$ cat src/rtl/serial_arith_pkg.sv
// Shared types and constants for the bit-serial arithmetic blocks.
// Optional add/subtract mode is enabled with SERIAL_SUB_ADD_MODE_EN.
package serial_arith_pkg;

    typedef enum logic [1:0] {
        IDLE  = 2'd0,
        SHIFT = 2'd1,
        DONE  = 2'd2
    } state_t;

    localparam int DEFAULT_WIDTH = 4;

    function automatic int cnt_width(input int w);
        return $clog2(w);
    endfunction

    localparam int CNT_W = cnt_width(DEFAULT_WIDTH);

endpackage

$ cat src/rtl/full_subtractor.sv
// Combinational 1-bit borrow cell; with SERIAL_SUB_ADD_MODE_EN defined it
// also acts as a full adder when mode=1.
module full_subtractor (
    input  logic a,
    input  logic b,
    input  logic bin,
`ifdef SERIAL_SUB_ADD_MODE_EN
    input  logic mode,
`endif
    output logic d,
    output logic bout
);

    always_comb begin
        d = a ^ b ^ bin;
`ifdef SERIAL_SUB_ADD_MODE_EN
        if (mode)
            bout = (a & b) | (a & bin) | (b & bin);
        else
            bout = (~a & b) | (~(a ^ b) & bin);
`else
        bout = (~a & b) | (~(a ^ b) & bin);
`endif
    end

endmodule

$ cat src/rtl/serial_subtractor.sv
// Bit-serial unsigned subtractor, LSB first, one bit per clock.
// Define SERIAL_SUB_ADD_MODE_EN to add the mode port (1 = add, 0 = subtract).
module serial_subtractor
    import serial_arith_pkg::*;
#(
    parameter int WIDTH = DEFAULT_WIDTH
) (
    input  logic             clk,
    input  logic             reset,
    input  logic             start,
    input  logic [WIDTH-1:0] a,
    input  logic [WIDTH-1:0] b,
`ifdef SERIAL_SUB_ADD_MODE_EN
    input  logic             mode,
`endif
    output logic             busy,
    output logic             done,
    output logic [WIDTH-1:0] diff,
    output logic             borrow
);

    localparam int CW = cnt_width(WIDTH);

    state_t           r_state;
    state_t           w_next;
    logic [WIDTH-1:0] r_a_sr;
    logic [WIDTH-1:0] r_b_sr;
    logic [WIDTH-1:0] r_diff;
    logic             r_bff;
    logic             r_borrow;
    logic [CW-1:0]    r_cnt;
    logic             w_d;
    logic             w_bout;
    logic             w_last;
`ifdef SERIAL_SUB_ADD_MODE_EN
    logic             r_mode;
`endif

    full_subtractor u_cell (
        .a    (r_a_sr[0]),
        .b    (r_b_sr[0]),
        .bin  (r_bff),
`ifdef SERIAL_SUB_ADD_MODE_EN
        .mode (r_mode),
`endif
        .d    (w_d),
        .bout (w_bout)
    );

    assign w_last = (r_cnt == CW'(WIDTH - 1));

    always_comb begin
        w_next = r_state;
        case (r_state)
            IDLE:    if (start) w_next = SHIFT;
            SHIFT:   if (w_last) w_next = DONE;
            DONE:    w_next = IDLE;
            default: w_next = IDLE;
        endcase
    end

    always_ff @(posedge clk or posedge reset) begin
        if (reset) r_state <= IDLE;
        else       r_state <= w_next;
    end

    // The minuend register doubles as the result register: each difference
    // bit enters at the MSB as the consumed operand bit leaves the LSB.
    always_ff @(posedge clk or posedge reset) begin
        if (reset) begin
            r_a_sr   <= '0;
            r_b_sr   <= '0;
            r_bff    <= 1'b0;
            r_cnt    <= '0;
            r_diff   <= '0;
            r_borrow <= 1'b0;
`ifdef SERIAL_SUB_ADD_MODE_EN
            r_mode   <= 1'b0;
`endif
        end else begin
            case (r_state)
                IDLE: begin
                    if (start) begin
                        r_a_sr <= a;
                        r_b_sr <= b;
                        r_bff  <= 1'b0;
                        r_cnt  <= '0;
`ifdef SERIAL_SUB_ADD_MODE_EN
                        r_mode <= mode;
`endif
                    end
                end
                SHIFT: begin
                    r_a_sr <= {w_d, r_a_sr[WIDTH-1:1]};
                    r_b_sr <= {1'b0, r_b_sr[WIDTH-1:1]};
                    r_bff  <= w_bout;
                    r_cnt  <= r_cnt + CW'(1);
                    if (w_last) begin
                        r_diff   <= {w_d, r_a_sr[WIDTH-1:1]};
                        r_borrow <= w_bout;
                    end
                end
                default: ;
            endcase
        end
    end

    assign busy   = (r_state == SHIFT);
    assign done   = (r_state == DONE);
    assign diff   = r_diff;
    assign borrow = r_borrow;

endmodule
$ cat config.mk
export PLATFORM = sky130hd
export DESIGN_NAME = serial_subtractor
export DESIGN_NICKNAME = d
export VERILOG_FILES = /design/src/rtl/serial_arith_pkg.sv /design/src/rtl/full_subtractor.sv /design/src/rtl/serial_subtractor.sv
export SDC_FILE = /design/constraint.sdc
export NUM_CORES = 1
export LEC_CHECK = 0
export ABC_CLOCK_PERIOD_IN_PS = 1400
export CORE_MARGIN = 2
export CORE_UTILIZATION = 44
export CTS_CLUSTER_DIAMETER = 120
export DETAILED_ROUTE_END_ITERATION = 6
export GPL_ROUTABILITY_DRIVEN = 1
export GPL_TIMING_DRIVEN = 0
export PLACE_DENSITY = 0.73
export SLEW_MARGIN = 20
export SYNTH_ARGS = -nofsm -noshare
export SYNTH_HDL_FRONTEND = slang
export SYNTH_SLANG_ARGS = --single-unit
export TNS_END_PERCENT = 100
$ cat constraint.sdc
create_clock -name clk -period 1.4 [get_ports clk]
set_clock_uncertainty 0.05 [all_clocks]
set_input_delay 0.21 -clock clk [delete_from_list [all_inputs] [get_ports clk]]
set_output_delay 0.21 -clock clk [all_outputs]
set_load 0.005 [all_outputs]
==> results of run 1 <==
-- sequential cells by signal (all words and copies together) (netlist names) --
name,cells
r_a_sr,4
r_cnt,2
diff,4
borrow,1
r_bff,1
r_state,2
r_b_sr,4
-- what timing repair did --
item / 4_1_cts / 5_1_grt
resized for setup: 19 / 13
cloned: 0 / 0
setup endpoints to repair: 8 / 7
setup buffers: 4 / 6
pin swaps: 1 / 0
-- metal layers --
layer | vias up | track usage | wire length [um]
met5 | - | 0 | 0
met2 | 10 | 0.258 | 900
met4 | 0 | 0.0857 | 42
li1 | 324 | - | -
met3 | 4 | 0.0278 | 41
met1 | 353 | 0.237 | 858
-- power breakdown --
group          switching (W)  total (W)  internal (W)  leakage, nW
Clock               0.000166   0.000267      0.000100       0.0138
Combinational       0.000620    0.00151      0.000893        0.354
Sequential          0.000152   0.000918      0.000766        0.210
Total               0.000938    0.00270       0.00176        0.578
-- critical path, delay by kind of cell (launching register included) --
family,cells,cell delay [ns]
DFF,1,0.45
and+or+nand+nor,1,0.27
buffers and inverters,2,0.15
-- cell families after synthesis --
logic type | count (synthesis) | synth area share
compound gates | 13 | 0.128
mux | 6 | 0.0739
fa+ha+maj | 2 | 0.0369
simple gates | 20 | 0.165
buf+inv | 15 | 0.0852
flops | 18 | 0.511
-- cell usage in the layout (no fill, tap or decap), drive strengths merged, types with 3 or more instances in the layout --
cell type and n:
a221oi 5, buf 15, clkbuf 3, clkdlybuf4s50 10, dfrtp 18, dlygate4sd2 5
inv 10, mux2 4, nor2 5, nor4b 5
-- layout make-up --
class	count	area (um2)
Multi-Input combinational cell	41	410
Fill cell	169	669
Clock buffer	3	22.5
Buffer	3	36.3
Tap cell	27	33.8
Timing Repair Buffer	27	260
Sequential cell	18	452
Inverter	10	37.5
-- worst paths after layout --
check	start	endpoint	slack [ns]	cells after the start
worst max-delay path	r_state[1]$_DFFE_PP0P_	busy	-0.03	3
worst min-delay path	reset	diff[0]$_DFFE_PP0P_	0.24	2
worst max register to register	r_a_sr[0]$_DFFE_PP0P_	r_a_sr[3]$_DFFE_PP0P_	0.01	3
worst min register to register	r_cnt[0]$_DFFE_PP0P_	r_cnt[0]$_DFFE_PP0P_	0.45	1
max in group asynchronous	reset	r_state[1]$_DFFE_PP0P_	0.58	2
min in group clk	r_cnt[0]$_DFFE_PP0P_	r_cnt[0]$_DFFE_PP0P_	0.45	1
-- per-stage QoR --
| step | util | hold WS (ns) | setup slack (ns) |
|---|---|---|---|
| 6_report | 0.652 | 0.244 | -0.0303 |
| 5_1_grt | 0.652 | 0.353 | -0.0548 |
| 4_1_cts | 0.591 | 0.281 | -0.0851 |
| 3_5_place_dp | 0.564 | 0.440 | -0.237 |
| 3_3_place_gp | 0.564 | 0.417 | -0.227 |
| 2_1_floorplan | - | 0.0986 | 0.104 |
==> impl_summary.md, run 1 <==
Global routing
The largest net degree at the start of global routing is 20. The via count of the first global-routing pass is 646. For this run, the total global-route usage over all layers was measured as 0.170.

The wire length of the first global-routing pass is 3010 um. The initial antenna violation count was 0. The final global-route overflow total is 0.

Clock tree
The TritonCTS sink count is 18. The cell at the root of the clock tree is clkbuf_4. For the worst-skew pair, the clock arrives at the later sink with an insertion delay of 0.30 ns. In this run the number of H-tree levels came out at 1. The maximum clock insertion buffer count is 2. The clock edge transition at the registers on the reported setup and hold paths is 0.11 ns. Buffers inserted during clock tree synthesis total 3. The CTS tree is yes. The number of hold-repair buffers added at the cts stage is 0.

Placed design
Port buffering added 17 buffers. After detailed placement, the design holds a cell count of 118. The final weighted congestion of routability-driven global placement is 0.738. In this run the cell area measured after placement is 1080 um2. The post-detailed-placement half-perimeter wirelength is 1230 um.

Power
The total power after layout is 0.00270 W. The power per standard cell area is 2150 nW/um2. The largest voltage drop on the vdd net is 1.27 mV. The analysis attributes to cell leakage a power of 0.578 nW.

Finish
The post-layout net count is 117. The final standard cell area without fillers is 1250 um2. The fraction of layout instances using a drive strength above 1 is 0.392. The antenna diode count is 0.

The area growth from synthesis to final layout is 42.2%. After the flow finishes, the layout carries non-filler instances totaling 129.

Logic synthesis
The warning count from the yosys run is 0. The most instantiated library cell after synthesis is dfrtp_1. For this run, asynchronously set or reset flops after synthesis account for 1.00. Counting every instance in the synthesized netlist gives 74. Averaged over all synthesized cells, the footprint is 11.9 um2.

In the post-synthesis netlist, the biggest area contributors are dfrtp_1 51%, mux2_2 5.1%, a221oi_1 5.0%, nor4b_1 5.0%, inv_1 4.3%. The commonest cells after synthesis are 18 x dfrtp_1, 10 x inv_1, 5 x a221oi_1, 5 x nor2_1, 5 x nor4b_1. The share of synthesized area in the top cell type comes to 0.511. The number of distinct standard cells referenced by the synthesized netlist is 25. The number of storage elements in the synthesis netlist is 18. The flip-flop cell with the highest count after synthesis is dfrtp_1. The register area share after synthesis is 0.511. When the netlist entered floorplanning its net count stood at 87.

The largest area contributor in the netlist is dfrtp_1. The combined area of all synthesized cells is 881 um2. The number of synthesized flops with an enable pin is 0.

Setup path
For this run, the slowest stage of the critical path takes 0.45 ns. The critical path goes through or2b_4 -> inv_2 -> buf_6. The worst setup path is launched from a flip-flop. The slowest stage of the critical path is the dfrtp_2 cell.

The element type at the critical path end is an output port. The startpoint-to-endpoint class of the critical path is reg2out. In this run the worst path has a maximum fanout of 5.

STA puts the critical path data arrival time at 1.17 ns. The required time at the worst-slack endpoint is 1.14 ns.

Route
The number of detailed-routing iterations run before antenna repair is 4. The wire length reported by the detailed router is 1840 um. In the routed design, unresolved DRC markers number 0. After the first detailed-routing iteration, the DRC count stood at 22. The via density per instance is 5.36. The number of vias in the routed layout is 691.

Dividing the detail-routed wire length by the instance count gives 14.3 um. The number of nets with antenna violations after routing is 0.

Outcome
The final reports fail on setup timing. The run finished, with violations left.

Floorplan
The floorplan row count is 16. The number of I/O pins is 18. The die area is 2380 um2. The die is 48.7 um tall. The total area inside the core boundary comes to 1920 um2.

The floorplan step set the die width to 48.7 um. The effective utilization at floorplan is 0.458.

Min path
The class of the tightest hold or removal check is in2async.

Timing
The total negative slack is -0.0303 ns. The final period utilization is 1.02. Across all setup checks in the final design, the least slack found is -0.0303 ns. The number of max-slew violations in the final report is 0. The shortest period the worst path allows is 1.43 ns. At the pin with the least slew margin, the transition time is 0.678 ns. Setup violations remaining at the end of the flow were counted as 1. Setup repair after global routing could not meet its margin everywhere. The maximum clock rate is 699 MHz. The worst slew margin relative to its limit is 0.547. The final-report hold violation count is 0.

Run
The max-cap violation count is 0.
No activity file was read; power rests on OpenSTA's default activity.
==> run 2: changes to the inputs <==
REMOVE_ABC_BUFFERS = 1   (was not set)
==> run 2 against run 1 <==
Routed wire length grew 11%. Sequential power is essentially flat. Maximum frequency is essentially flat. Largest power group unchanged. The flow still finishes with violations (setup timing). Die area is the same. Combinational power shrank 3%. Highest routed layer unchanged. Hold slack gained 0.023 ns.
==> impl_summary.md, run 2 (same netlist as run 1, synthesis figures left out) <==
Finish
The library cell used most frequently in the layout, excluding fill and tap cells, is dfrtp_1. The area of the multi-input gates was 398 um2 (-3.0%). The final cell utilization of the core was 0.656 (+0.00456). The post-layout net count came to 120 (+2.6%). The area growth from synthesis to final layout is 43.2%. The top cell types in the final layout, fill and taps aside, are 16 x dfrtp_1, 11 x buf_4, 10 x clkdlybuf4s50_1, 9 x inv_1, 6 x buf_6. The fraction of layout instances using a drive strength above 1 is 0.387 (-0.00536). The sequential standard cell area is 453 um2 (+0.28%). The antenna diode count was 0 (unchanged).

The number of fill cells is 158 (-6.5%). The non-filler instance count after layout is 133 (+3.1%).

Global routing
The via count of the first global-routing pass is 695 (+7.6%). The total routing usage reported by global routing is 0.194 (+0.0232). The initial antenna violation count is 0 (unchanged).

The wire length of the first global-routing pass is 3480 um (+16%). The final global-route overflow total is 0 (unchanged). The largest net degree at the start of global routing came to 19 (-5.0%).

Placed design
The post-detailed-placement half-perimeter wirelength is 1100 um (-10%). The number of port buffers is 17 (unchanged). The post-placement cell count is 113 (-4.2%). The final weighted congestion of routability-driven global placement was 0.764 (+3.5%).

Route
The average detailed-routed wire length per instance came to 15.3 um (+7.4%). The wire length reported by the detailed router was 2040 um (+11%). The number of DRC violations after detailed-routing iteration 0 came to 10 (-55%). The number of nets with antenna violations after routing is 0 (unchanged). The via density per instance came to 5.17 (-3.6%).

The number of vias in the routed layout was 687 (-0.58%). The DRC violation count after routing is 0 (unchanged). The number of detailed-routing iterations run before antenna repair came to 2 (-2).

Setup path
The required time at the worst-slack endpoint is 1.53 ns (+0.39 ns). The count of buffer and inverter cells on the critical path was 2 (unchanged). The arrival time at the worst endpoint was 1.56 ns (+0.39 ns).

The critical path's slowest cell is or4b_1. STA classifies the critical path startpoint as a flip-flop. The cell type group with the largest total delay on the critical path is simple AND/OR/NAND/NOR gates. The critical path in this run is classified as reg2reg.

The critical path's largest stage delay is 0.45 ns (about the same). Among the stages of the critical path, the cell type that occurs most often is buf_6. The highest fanout seen on the critical path was 5 (unchanged). The signal on the critical path passes through buf_6 -> buf_6 -> or4b_1 -> o221a_2. The element type at the critical path end is a flip-flop.

Clock tree
The number of buffers added by the clock tree synthesis step is 3 (unchanged). The count of H-tree levels built during CTS is 1 (unchanged). The maximum clock insertion buffer count is 2 (unchanged). The clock insertion delay at the later pin of the skew report is 0.29 ns (about the same). The cell at the root of the clock tree is clkbuf_4. The clock edge transition at the registers on the reported setup and hold paths is 0.11 ns (about the same). TritonCTS built the clock tree. The TritonCTS sink count came to 18 (unchanged). The number of hold-repair buffers added at the cts stage is 0 (unchanged).

Timing
The final worst slack is -0.0318 ns (-0.00142 ns). The number of max-slew violations in the final report is 0 (unchanged). The worst slew margin relative to its limit is 0.541 (-0.00619). The measured slew at the worst slew-check pin was 0.687 ns (+0.00927 ns).

The shortest period the worst path allows is 1.43 ns (+0.00142 ns). The maximum clock rate is 698 MHz (about the same). Setup repair after global routing could not meet its margin everywhere. The final-report hold violation count was 0 (unchanged).

The final period utilization is 1.02 (about the same). The number of failing setup endpoints in the final timing report was 4 (+3). The smallest hold slack is 0.268 ns (+0.0233 ns).

Floorplan
The area of the core was 1920 um2 (unchanged). The horizontal extent of the die is 48.7 um (unchanged). The die area was 2380 um2 (unchanged). The floorplan row count is 16 (unchanged).

The number of I/O pins is 18 (unchanged). The effective utilization at floorplan was 0.458 (unchanged). The die height is 48.7 um (unchanged).

Outcome
The run finished, with violations left. The final reports fail on setup timing.

Min path
The min-delay analysis places its worst path in the category in2async.

Power
The largest voltage drop on the vdd net was 1.18 mV (-7.4%). The power per standard cell area is 2150 nW/um2 (-0.32%). The leakage dissipation is 0.599 nW (+3.6%).

Run
The max-cap violation count came to 0 (unchanged).
==> run 2: path summary, 6_finish.rpt <==
path / startpoint / endpoint / slack, ns / depth (start not counted)
min reg2reg: r_cnt[0]$_DFFE_PP0P_ / r_cnt[0]$_DFFE_PP0P_ / 0.45 / 1
max reg2reg: r_state[0]$_DFFE_PP0P_ / r_b_sr[1]$_DFFE_PP0P_ / -0.03 / 4
min: reset / r_b_sr[2]$_DFFE_PP0P_ / 0.27 / 2
max: r_state[0]$_DFFE_PP0P_ / r_b_sr[1]$_DFFE_PP0P_ / -0.03 / 4
min in group clk: b[3] / r_b_sr[3]$_DFFE_PP0P_ / 0.45 / 3
max in group asynchronous: reset / r_state[1]$_DFFE_PP0P_ / 0.55 / 2
==> run 2: per-layer routing <==
layer,global-route usage,vias to the layer above,share of wire
li1,-,329,-
met1,0.253,338,0.45
met2,0.336,18,0.50
met3,0.0340,2,0.041
met4,0.0429,0,0.0069
met5,0,-,0
==> run 2: report_power, final <==
part	switching [W]	leakage, nW	internal [W]	total (W)
logic	0.000629	0.369	0.000841	0.00147
registers	0.000148	0.209	0.000769	0.000916
clock network	0.000164	0.0210	0.000158	0.000322
==> run 2: area by class of cell <==
class,instances,area share
clock buffer,4,0.0288
inverter,10,0.0298
multi-input combinational,41,0.315
sequential,18,0.359
tap,27,0.0268
timing repair buffer,33,0.240
==> run 2: timing repair <==
item | CTS | global route
pin swaps | 7 | 2
gates resized for setup | 25 | 6
buffers inserted | 16 | 2
endpoints found under the setup margin | 19 | 15
==> run 2: through the flow <==
| step | total power [W] | worst slack, ns | TNS (ns) | cell area, um2 |
|---|---|---|---|---|
| floorplan | 0.00156 | 0.0313 | 0 | 843 |
| global placement | 0.00189 | -0.517 | -3.33 | 1050 |
| detailed placement | 0.00193 | -0.521 | -3.37 | 1050 |
| CTS | 0.00261 | -0.0162 | -0.0319 | 1230 |
| global route | 0.00291 | -0.0671 | -0.389 | 1260 |
| finish | 0.00271 | -0.0318 | -0.0934 | 1260 |
==> run 3: changes to the inputs <==
--- a/config.mk
+++ b/config.mk
@@ -12,5 +12,4 @@
 export DETAILED_ROUTE_END_ITERATION = 6
 export GPL_ROUTABILITY_DRIVEN = 1
-export GPL_TIMING_DRIVEN = 0
 export PLACE_DENSITY = 0.73
 export REMOVE_ABC_BUFFERS = 1
==> constraint.sdc (replaced) <==
create_clock -name clk -period 1.4 [get_ports clk]
set_clock_uncertainty 0.05 [all_clocks]
set_input_delay 0.28 -clock clk [delete_from_list [all_inputs] [get_ports clk]]
set_output_delay 0.28 -clock clk [all_outputs]
set_load 0.005 [all_outputs]
==> run 3 against run 2 <==
The flow still finishes with violations (setup timing). Via count is 1.3% higher. Highest routed layer is now met3. Final cell count down 0.75%. First-iteration DRC count fell by 70%. Sequential share of layout area shrank 2.4 points. Utilization rose by 4.4 points. Non-clock buffer count is 1 lower. Clock power hardly changed. Routed wire length shrank 4.5%. Sequential power grew 2%. Count of clock-buffer cells in the layout unchanged. Largest power group unchanged.
==> impl_summary.md, run 3 (same netlist as run 1, synthesis figures left out) <==
Global routing
The largest net degree at the start of global routing came to 20 (+1). The final global-route overflow total is 0 (unchanged). The total routing usage reported by global routing is 0.175 (-0.0189). The initial antenna violation count is 0 (unchanged). The via count of the first global-routing pass is 714 (+2.7%). The wire length of the first global-routing pass is 3240 um (-6.9%).

Clock tree
The clock insertion delay at the later pin of the skew report is 0.29 ns (about the same). The maximum clock insertion buffer count is 2 (unchanged). The clock edge transition at the registers on the reported setup and hold paths is 0.11 ns (about the same). The CTS tree is yes.

The TritonCTS sink count was 18 (unchanged). The number of buffers added by the clock tree synthesis step was 3 (unchanged). The cell at the root of the clock tree is clkbuf_4. The count of H-tree levels built during CTS is 1 (unchanged). The number of hold-repair buffers added at the cts stage is 0 (unchanged).

Finish
The library cell used most frequently in the layout, excluding fill and tap cells, is dfrtp_1. The area growth from synthesis to final layout is 52.7%. The final cell utilization of the core is 0.700 (+0.0436). The library cells used most frequently in the layout, excluding fill and tap cells, are 18 x dfrtp_1, 10 x clkdlybuf4s50_1, 8 x inv_1, 8 x buf_4, 7 x buf_6. The post-layout net count is 119 (-0.83%). The fraction of layout instances using a drive strength above 1 came to 0.448 (+0.0608).

The antenna diode count is 0 (unchanged).

Setup path
The arrival time at the worst endpoint is 1.23 ns (-0.33 ns). The required time at the worst-slack endpoint is 1.07 ns (-0.46 ns). The critical path's largest stage delay came to 0.41 ns (-0.04 ns).

The critical path is of the reg2out type. The highest fanout seen on the critical path is 2 (-3). Walking the worst path, the cells encountered are buf_4 -> or2b_1 -> inv_2 -> buf_6.

The worst setup path is captured at an output port. The largest individual stage delay along the critical path comes from the cell dfrtp_1. STA classifies the critical path startpoint as a flip-flop.

Placed design
The final weighted congestion of routability-driven global placement is 0.825 (+8.1%). The number of port buffers is 17 (unchanged). The setup slack at placement is -0.218 ns (+0.303 ns). The post-detailed-placement half-perimeter wirelength is 1290 um (+18%).

Route
The number of DRC violations after detailed-routing iteration 0 is 3 (-7). The average detailed-routed wire length per instance came to 14.8 um (-3.7%). The top routing layer in use is met3. The number of nets with antenna violations after routing was 0 (unchanged). The DRC violation count after routing is 0 (unchanged). The met1 routed wirelength after detailed routing came to 874 um (-4.6%). The number of vias in the routed layout is 696 (+1.3%). The wire length reported by the detailed router is 1950 um (-4.5%). The via density per instance is 5.27 (+2.1%). The routed wire length on met3 was 90 um (+7.1%).

The wire length on met2 is 985 um (-3.9%). The number of detailed-routing iterations run before antenna repair is 4 (+2).

Timing
The number of max-slew violations in the final report came to 0 (unchanged). The worst slew margin relative to its limit is 0.807 (+0.265). The shortest period the worst path allows came to 1.56 ns (+0.126 ns). Setup repair after global routing could not meet its margin everywhere. The final period utilization is 1.11 (+0.0902). The maximum clock rate is 642 MHz (-8.1%).

The final-report hold violation count came to 0 (unchanged). The final worst slack is -0.158 ns (-0.126 ns). The smallest hold slack is 0.249 ns (-0.0187 ns). The number of failing setup endpoints in the final timing report is 4 (unchanged).

The measured slew at the worst slew-check pin is 0.286 ns (-0.401 ns).

Floorplan
The die area is 2380 um2 (unchanged). The effective utilization at floorplan is 0.458 (unchanged). The horizontal extent of the die is 48.7 um (unchanged).

The floorplan row count is 16 (unchanged). The area of the core is 1920 um2 (unchanged). The number of I/O pins is 18 (unchanged).

The die height came to 48.7 um (unchanged).

Power
The leakage dissipation is 0.623 nW (+4.0%). The total power after layout came to 0.00286 W (+5.4%). The power per standard cell area was 2120 nW/um2 (-1.1%). The largest voltage drop on the vdd net came to 1.67 mV (+42%).

Run
The max-cap violation count came to 0 (unchanged).

Min path
The class of the tightest hold or removal check is in2async.

Outcome
The run finished, with violations left. The checks that failed: setup timing.
## run 3: layout make-up
type	instances	area, um2
multi-input cells	41	479
fillers	153	577
well taps	27	33.8
clock buffers	4	36.3
flip-flops and latches	18	450
inverters	10	37.5
repair buffers	32	308
## run 3: power by group
group / total [W] / switching [W] / internal, W
combinational: 0.00160 / 0.000681 / 0.000917
sequential: 0.000934 / 0.000170 / 0.000764
clock: 0.000325 / 0.000166 / 0.000158
total: 0.00286 / 0.00102 / 0.00184
## run 3: worst paths after layout
path	from	depth (start not counted)	slack, ns	end
worst max-delay path	r_state[1]$_DFFE_PP0P_	4	-0.16	busy
worst min-delay path	reset	3	0.25	diff[2]$_DFFE_PP0P_
worst max register to register	r_state[0]$_DFFE_PP0P_	3	-0.05	r_b_sr[1]$_DFFE_PP0P_
worst min register to register	r_cnt[0]$_DFFE_PP0P_	1	0.46	r_cnt[0]$_DFFE_PP0P_
max in group asynchronous	reset	3	0.86	r_b_sr[0]$_DFFE_PP0P_
min in group clk	r_cnt[0]$_DFFE_PP0P_	1	0.46	r_cnt[0]$_DFFE_PP0P_
## run 3: metal layers
metal  vias to the layer above  global-route usage
met4                         0              0.0619
met5                         -                   0
met1                       351               0.236
met3                         0              0.0278
li1                        327                   -
met2                        18               0.285
## run 3: metrics by stage
step / setup TNS [ns] / area, um2 / std cells
final: -0.267 / 1350 / 132
after floorplan: 0 / 843 / 69
after global routing: -0.632 / 1350 / 132
after detailed placement: -1.77 / 1140 / 125
after global placement: -1.45 / 1140 / 125
after CTS: -0.243 / 1210 / 131
## run 3: critical path: cells and delay by family, from the launching register on
| family | cells | cell delay, ns |
|---|---|---|
| buf+inv | 3 | 0.30 |
| flops | 1 | 0.41 |
| simple gates | 1 | 0.23 |
## run 3: timing repair
item                                    CTS  global route
setup buffers                             2             1
resized for setup                        20            25
endpoints found under the setup margin    9            12
pin swaps                                 2             4
